**src/rtl/dmi_dtm_core_pkg.sv**
```systemverilog
// Shared types and constants for the JTAG debug transport module.
package dmi_dtm_core_pkg;

   localparam logic [3:0] DTM_VERSION = 4'd1;

   typedef enum logic [1:0] {
      DTM_NOP   = 2'd0,
      DTM_READ  = 2'd1,
      DTM_WRITE = 2'd2,
      DTM_RSVD  = 2'd3
   } dtm_op_e;

   typedef enum logic [1:0] {
      DMI_ERR_NONE   = 2'd0,
      DMI_ERR_RSVD   = 2'd1,
      DMI_ERR_FAILED = 2'd2,
      DMI_ERR_BUSY   = 2'd3
   } dmi_error_e;

   typedef enum logic [1:0] {
      ST_IDLE = 2'd0,
      ST_REQ  = 2'd1,
      ST_WAIT = 2'd2
   } dtm_state_e;

   typedef struct packed {
      logic [13:0] zero_hi;
      logic        dmihardreset;
      logic        dmireset;
      logic        zero_lo;
      logic [2:0]  idle;
      logic [1:0]  dmistat;
      logic [5:0]  abits;
      logic [3:0]  version;
   } dtmcs_t;

endpackage

```
**src/rtl/dtm_timeout_cnt.sv**
```systemverilog
// Up-counter of tck cycles spent waiting for a DMI response, with a
// terminal-count compare that flags the last allowed cycle.
module dtm_timeout_cnt #(
   parameter int unsigned Limit = 8,
   parameter int unsigned Width = $clog2(Limit + 1)
) (
   input  logic tck,
   input  logic trst_n,
   input  logic enable,
   input  logic clear,
   output logic expired
);

   localparam logic [Width-1:0] Last = Width'(Limit - 1);

   logic [Width-1:0] cnt;

   // Expiry fires in the cycle whose closing edge would bring the count to Limit.
   assign expired = enable && (cnt == Last);

   // Count while enabled; restart whenever the wait ends or expires.
   always_ff @(posedge tck or negedge trst_n) begin
      if (!trst_n) begin
         cnt <= '0;
      end else if (clear || expired) begin
         cnt <= '0;
      end else if (enable) begin
         cnt <= cnt + 1'b1;
      end
   end

endmodule

```
**src/rtl/dmi_dtm_core.sv**
```systemverilog
// JTAG debug transport core: DMI and DTMCS data registers plus the
// request/response sequencer toward the debug module interface.
//
// state    | meaning
// ---------+-----------------------------------------------------------
// ST_IDLE  | no transaction; DMI updates may launch a read or write
// ST_REQ   | req_valid_o high, payload held until req_ready_i
// ST_WAIT  | resp_ready_o high, waiting for response (or timeout)
module dmi_dtm_core
   import dmi_dtm_core_pkg::*;
#(
   parameter int unsigned AddrWidth     = 7,
   parameter int unsigned IdleHint      = 1,
   parameter int unsigned TimeoutCycles = 0
) (
   input  logic                 tck_i,
   input  logic                 trst_ni,
   input  logic                 test_logic_reset_i,
   input  logic                 capture_dr_i,
   input  logic                 shift_dr_i,
   input  logic                 update_dr_i,
   input  logic                 dmi_access_i,
   input  logic                 dtmcs_select_i,
   input  logic                 tdi_i,
   output logic                 tdo_o,
   output logic [AddrWidth-1:0] req_addr_o,
   output logic [31:0]          req_data_o,
   output logic [1:0]           req_op_o,
   output logic                 req_valid_o,
   input  logic                 req_ready_i,
   input  logic [31:0]          resp_data_i,
   input  logic [1:0]           resp_resp_i,
   input  logic                 resp_valid_i,
   output logic                 resp_ready_o
);

   localparam int unsigned DmiWidth = AddrWidth + 34;

   logic [DmiWidth-1:0]  dmi_dr;
   logic [31:0]          dtmcs_dr;
   dtm_state_e           state_q, state_d;
   logic [AddrWidth-1:0] addr_q, addr_d;
   logic [31:0]          data_q, data_d;
   dtm_op_e              op_q, op_d;
   dmi_error_e           error_q, error_d;

   logic      dmi_update, dmi_capture, dtmcs_update;
   logic      hard_reset, soft_reset, busy, timeout_hit;
   logic [1:0] cap_err;
   dtmcs_t    dtmcs_cap;

   assign dmi_update   = update_dr_i && dmi_access_i;
   assign dmi_capture  = capture_dr_i && dmi_access_i;
   assign dtmcs_update = update_dr_i && !dmi_access_i && dtmcs_select_i;
   assign hard_reset   = dtmcs_update && dtmcs_dr[17];
   assign soft_reset   = dtmcs_update && dtmcs_dr[16];
   assign busy         = (dmi_update || dmi_capture) && (state_q != ST_IDLE);

   // A capture that collides with an active transaction already reports busy.
   assign cap_err = busy ? 2'd3 : error_q;

   // DTMCS capture image built from the live sticky error and parameters.
   always_comb begin
      dtmcs_cap         = '0;
      dtmcs_cap.idle    = 3'(IdleHint);
      dtmcs_cap.dmistat = error_q;
      dtmcs_cap.abits   = 6'(AddrWidth);
      dtmcs_cap.version = DTM_VERSION;
   end

   // Capture and shift of whichever data register the IR selects.
   always_ff @(posedge tck_i or negedge trst_ni) begin
      if (!trst_ni) begin
         dmi_dr   <= '0;
         dtmcs_dr <= '0;
      end else if (test_logic_reset_i) begin
         dmi_dr   <= '0;
         dtmcs_dr <= '0;
      end else if (dmi_access_i) begin
         if (capture_dr_i) begin
            dmi_dr <= {addr_q, data_q, cap_err};
         end else if (shift_dr_i) begin
            dmi_dr <= {tdi_i, dmi_dr[DmiWidth-1:1]};
         end
      end else if (dtmcs_select_i) begin
         if (capture_dr_i) begin
            dtmcs_dr <= dtmcs_cap;
         end else if (shift_dr_i) begin
            dtmcs_dr <= {tdi_i, dtmcs_dr[31:1]};
         end
      end
   end

   // Serial output follows bit 0 of the selected register.
   always_comb begin
      tdo_o = 1'b0;
      if (dmi_access_i) begin
         tdo_o = dmi_dr[0];
      end else if (dtmcs_select_i) begin
         tdo_o = dtmcs_dr[0];
      end
   end

   generate
      if (TimeoutCycles > 0) begin : g_timeout
         logic cnt_enable, cnt_clear;
         assign cnt_enable = (state_q == ST_WAIT);
         assign cnt_clear  = (state_q != ST_WAIT) || resp_valid_i ||
                             hard_reset || test_logic_reset_i;
         dtm_timeout_cnt #(
            .Limit (TimeoutCycles)
         ) u_timeout_cnt (
            .tck     (tck_i),
            .trst_n  (trst_ni),
            .enable  (cnt_enable),
            .clear   (cnt_clear),
            .expired (timeout_hit)
         );
      end else begin : g_no_timeout
         assign timeout_hit = 1'b0;
      end
   endgenerate

   // Next-state and payload/error update; later assignments take priority.
   always_comb begin
      state_d = state_q;
      addr_d  = addr_q;
      data_d  = data_q;
      op_d    = op_q;
      error_d = error_q;
      case (state_q)
         ST_IDLE: begin
            if (dmi_update && (error_q == DMI_ERR_NONE)) begin
               addr_d = dmi_dr[DmiWidth-1:34];
               data_d = dmi_dr[33:2];
               op_d   = dtm_op_e'(dmi_dr[1:0]);
               if (op_d == DTM_READ || op_d == DTM_WRITE) begin
                  state_d = ST_REQ;
               end
            end
         end
         ST_REQ: begin
            if (req_ready_i) begin
               state_d = ST_WAIT;
            end
         end
         ST_WAIT: begin
            if (resp_valid_i) begin
               state_d = ST_IDLE;
               if (op_q == DTM_READ) begin
                  data_d = resp_data_i;
               end
               if (resp_resp_i >= 2'd2 && error_q != DMI_ERR_BUSY) begin
                  error_d = DMI_ERR_FAILED;
               end
            end else if (timeout_hit) begin
               state_d = ST_IDLE;
               if (error_q != DMI_ERR_BUSY) begin
                  error_d = DMI_ERR_FAILED;
               end
            end
         end
         default: state_d = ST_IDLE;
      endcase
      if (busy) begin
         error_d = DMI_ERR_BUSY;
      end
      if (soft_reset) begin
         error_d = DMI_ERR_NONE;
      end
      if (hard_reset) begin
         state_d = ST_IDLE;
         error_d = DMI_ERR_NONE;
      end
      if (test_logic_reset_i) begin
         state_d = ST_IDLE;
         addr_d  = '0;
         data_d  = '0;
         op_d    = DTM_NOP;
         error_d = DMI_ERR_NONE;
      end
   end

   // Sequencer state and held request payload.
   always_ff @(posedge tck_i or negedge trst_ni) begin
      if (!trst_ni) begin
         state_q <= ST_IDLE;
         addr_q  <= '0;
         data_q  <= '0;
         op_q    <= DTM_NOP;
         error_q <= DMI_ERR_NONE;
      end else begin
         state_q <= state_d;
         addr_q  <= addr_d;
         data_q  <= data_d;
         op_q    <= op_d;
         error_q <= error_d;
      end
   end

   assign req_addr_o   = addr_q;
   assign req_data_o   = data_q;
   assign req_op_o     = op_q;
   assign req_valid_o  = (state_q == ST_REQ);
   assign resp_ready_o = (state_q == ST_WAIT);

endmodule

```
**config.mk**
```make
export PLATFORM = sky130hd
export DESIGN_NAME = dmi_dtm_core
export DESIGN_NICKNAME = d
export VERILOG_FILES = /design/src/rtl/dmi_dtm_core_pkg.sv /design/src/rtl/dtm_timeout_cnt.sv /design/src/rtl/dmi_dtm_core.sv
export SDC_FILE = /design/constraint.sdc
export NUM_CORES = 1
export LEC_CHECK = 0
export BUFFER_PORTS_ARGS = -buffer_cell sky130_fd_sc_hd__buf_2
export CAP_MARGIN = 15
export CORE_MARGIN = 3
export CORE_UTILIZATION = 58
export DETAILED_ROUTE_END_ITERATION = 12
export PLACE_DENSITY = 0.9
export SYNTH_ARGS = -nofsm -noshare
export SYNTH_HDL_FRONTEND = slang
export SYNTH_HIERARCHICAL = 1
export SYNTH_SLANG_ARGS = --single-unit
```
**constraint.sdc**
```tcl
create_clock -name tck_i -period 1.9 [get_ports tck_i]
set_clock_uncertainty 0.1 [all_clocks]
set_input_delay 0.475 -clock tck_i [delete_from_list [all_inputs] [get_ports tck_i]]
set_output_delay 0.475 -clock tck_i [all_outputs]
set_load 0.005 [all_outputs]
```
==> results_dict.tcl <==
set metrics [dict create \
    die_w_um 109 \
    whs_endpoint "dtmcs_dr[31]" \
    synthArstFlopShare_pct 100 \
    synth_area_leaders "dfrtp_1, mux2i_1, mux2_2" \
    cts_buffer_depth 2 \
    ios 89 \
    via_per_inst 6.27 \
    netlist_top_cells_count "dfrtp_1, mux2i_1, nor2_1" \
    drc_errors 0 \
    synth-compound-area-share_pct 13.0 \
    gp_congestion 0.840 \
    clk_latency_ps 520 \
    utilization_pct 74.9 \
    cts_tree "done" \
    drt-total-wl_mm 16.0 \
    cp.required_ps 1320 \
    cts_max_level 4 \
    ff2ff_path_depth 5 \
    whs_path_depth 3 \
    cts-root-buf "clkbuf_8" \
    cts.clk_slew.worst_paths_ps 60 \
    r2r_end "req_data_o[30]" \
    slew_headroom_pct 71.0 \
    netlist_area_um2 6160 \
    n_antenna_cell 0 \
    synth_top_family_by_area "multiplexers" \
    startpoint_type "flip-flop" \
    grt_max_degree 50 \
    hpwl_mm 9.91 \
    grt_pass1_wl_mm 25.3 \
    final-seq-area_um2 2960 \
    violations "setup timing" \
    cts_buffers 17 \
    setup_ws_ps -1.07 \
    multiInputGateArea_um2 2800 \
    rsz0062_at_grt "true" \
    syn_inst 545 \
    ir_drop_mv 0.471 \
    hp-start "tdi_i" \
    r2r-start "state_q[0]" \
    power_density_nw_per_um2 894 \
    synthFlopType "dfrtp_1" \
    yosysTopAreaCell "dfrtp_1" \
    arrival_ps 1330 \
    worst_slew_pin_slew_ps 435 \
    post_synth_mux_area_share_pct 24.7 \
    ys_seq_area_share_pct 47.9 \
    wl_per_cell_um 20.4 \
    antenna_found_initial 0 \
    ys_ff_latch 118 \
    grt_usage_pct 27.7 \
    synth.distinct_cells 38 \
    setup_viol 1 \
    synthSimpleGateAreaFrac_pct 7.31 \
    synth_edf_count 0 \
    leakagePower_uw 0.00351 \
    nets 683 \
    yosysTopAreaCellShare_pct 47.9 \
    cpMaxStageDelayCell "dfrtp_1" \
    ant_nets 0 \
    design.core.area_um2 10000 \
    fin_crit_ps 1900 \
    rrSetupSlack_ps 80 \
    drv_cap 0 \
    die_area_um2 11900 \
    syn_avg_cell_area_um2 11.3 \
    gr-total-overflow 0 \
    cts_sinks 118 \
    num-fill-cells 575 \
    layout-drive-gt1-share_pct 33.7 \
    grt_pass1_vias 5026 \
    synth_adder_area_share_pct 0 \
    die_y_um 109 \
    rows 36 \
    yosys.cell_count.top_type "dfrtp_1" \
    path_cells "a22o_1 -> buf_2" \
    vias 4911 \
    hold_ws_ps 113 \
    crit_path_end_kind "output port" \
    finalHoldViolations 0 \
    initial_core_util_pct 61.3 \
    ys_warn_count 6 \
    slowest_delay_ps 400 \
    path_buf_inv 1 \
    synthXorXnorAreaFrac_pct 0.142 \
    drtIter0Drc 609 \
    critical-path-top-delay-family "flip-flops" \
    area_growth_pct 22.1 \
    crit_type "reg2out" \
    hold_path_class "in2reg" \
    clock.fmax_ghz 0.526 \
    portBuffers 87 \
    cp_max_fo 2 \
    dr.pass1.iters 5 \
    status "finished with violations" \
    slew_violations 0 \
    synth_fp_nets 590 \
    post-route-period-util_pct 100 \
]
==> tightest hold or removal path, cell delays in order <==
cell,delay (ps)
buf_2,100
nand2_1,60
mux2i_1,60
==> through the flow <==
| step | total power [uW] | setup TNS [ps] | instance area (um2) | cells | setup WS (ps) |
|---|---|---|---|---|---|
| final | 6730 | -1.07 | 7520 | 783 | -1.07 |
| after floorplan | 3210 | 0 | 6160 | 545 | 77.6 |
| after CTS | 6740 | -50.0 | 7470 | 778 | -27.0 |
| after detailed placement | 3530 | -2440 | 6830 | 742 | -154 |
| after global placement | 3480 | -245 | 6830 | 742 | -17.3 |
| after global routing | 6930 | -67.4 | 7520 | 783 | -67.4 |
==> sequential cells by signal, indices dropped and copies added (netlist names) <==
register	flops
state_q	2
req_addr_o	7
error_q	2
req_op_o	2
dmi_dr	41
dtmcs_dr	32
req_data_o	32
==> area by class of cell <==
class	count	share of cell area, %
repair buffers	126	12.0
clock buffers	22	6.15
multi-input cells	347	37.3
flip-flops and latches	118	39.3
clock inverters	9	1.66
inverters	28	1.40
well taps	133	2.21
==> how the worst max path moves through the flow <==
stage                      start        endpoint  cells past startpoint
floorplan           capture_dr_i      dmi_dr[11]                      5
detailed placement   req_op_o[1]  req_data_o[24]                      4
CTS                    dmi_dr[0]           tdo_o                      2
global route           dmi_dr[0]           tdo_o                      2
finish                 dmi_dr[0]           tdo_o                      2
global placement     req_op_o[1]  req_data_o[28]                      3
==> cell families after synthesis <==
family / count (synthesis)
AO/OA/AOI/OAI: 97
XOR/XNOR: 1
buffers and inverters: 80
flip-flops: 118
multiplexers: 146
AND/OR/NAND/NOR: 103
==> per-layer routing <==
| layer | share of wire [%] | wire [um] | global-route usage (%) |
|---|---|---|---|
| met1 | 39 | 6290 | 33.2 |
| met2 | 50 | 7960 | 45.6 |
| met3 | 8.0 | 1270 | 8.35 |
| met4 | 2.9 | 471 | 12.9 |
| met5 | 0 | 0 | 0 |
==> placed cells by master (no fill, tap or decap), drive strengths merged, types with 2 or more instances in the layout <==
cell type / netlist / routed
buf: 37 / 125
dfrtp: 118 / 118
inv: 28 / 28
a221oi: 32 / 32
nand2: 25 / 25
nor2: 56 / 56
or2: 3 / 3
a31o: 2 / 2
a22o: 2 / 2
clkinv: 0 / 4
clkinvlp: 0 / 2
nand3: 9 / 9
mux2i: 98 / 98
a311oi: 2 / 2
clkbuf: 15 / 22
bufinv: 0 / 3
mux2: 48 / 48
a21oi: 12 / 12
o21ai: 11 / 11
nor2b: 4 / 4
a211oi: 32 / 32
==> power by group <==
part	total, uW	internal, uW	switching [uW]
registers	2720	2620	96.4
logic	805	371	434
clock network	3200	2080	1120
total	6730	5080	1650
==> what timing repair did <==
| action | in CTS | in global routing |
|---|---|---|
| setup buffers | 4 | 5 |
| hold buffers | 1 | 0 |
| gates resized for setup | 4 | 2 |
| endpoints found under the setup margin | 35 | 5 |
| hold endpoints to repair | 23 | 0 |
Note: power is estimated with default switching activity, not from simulation.
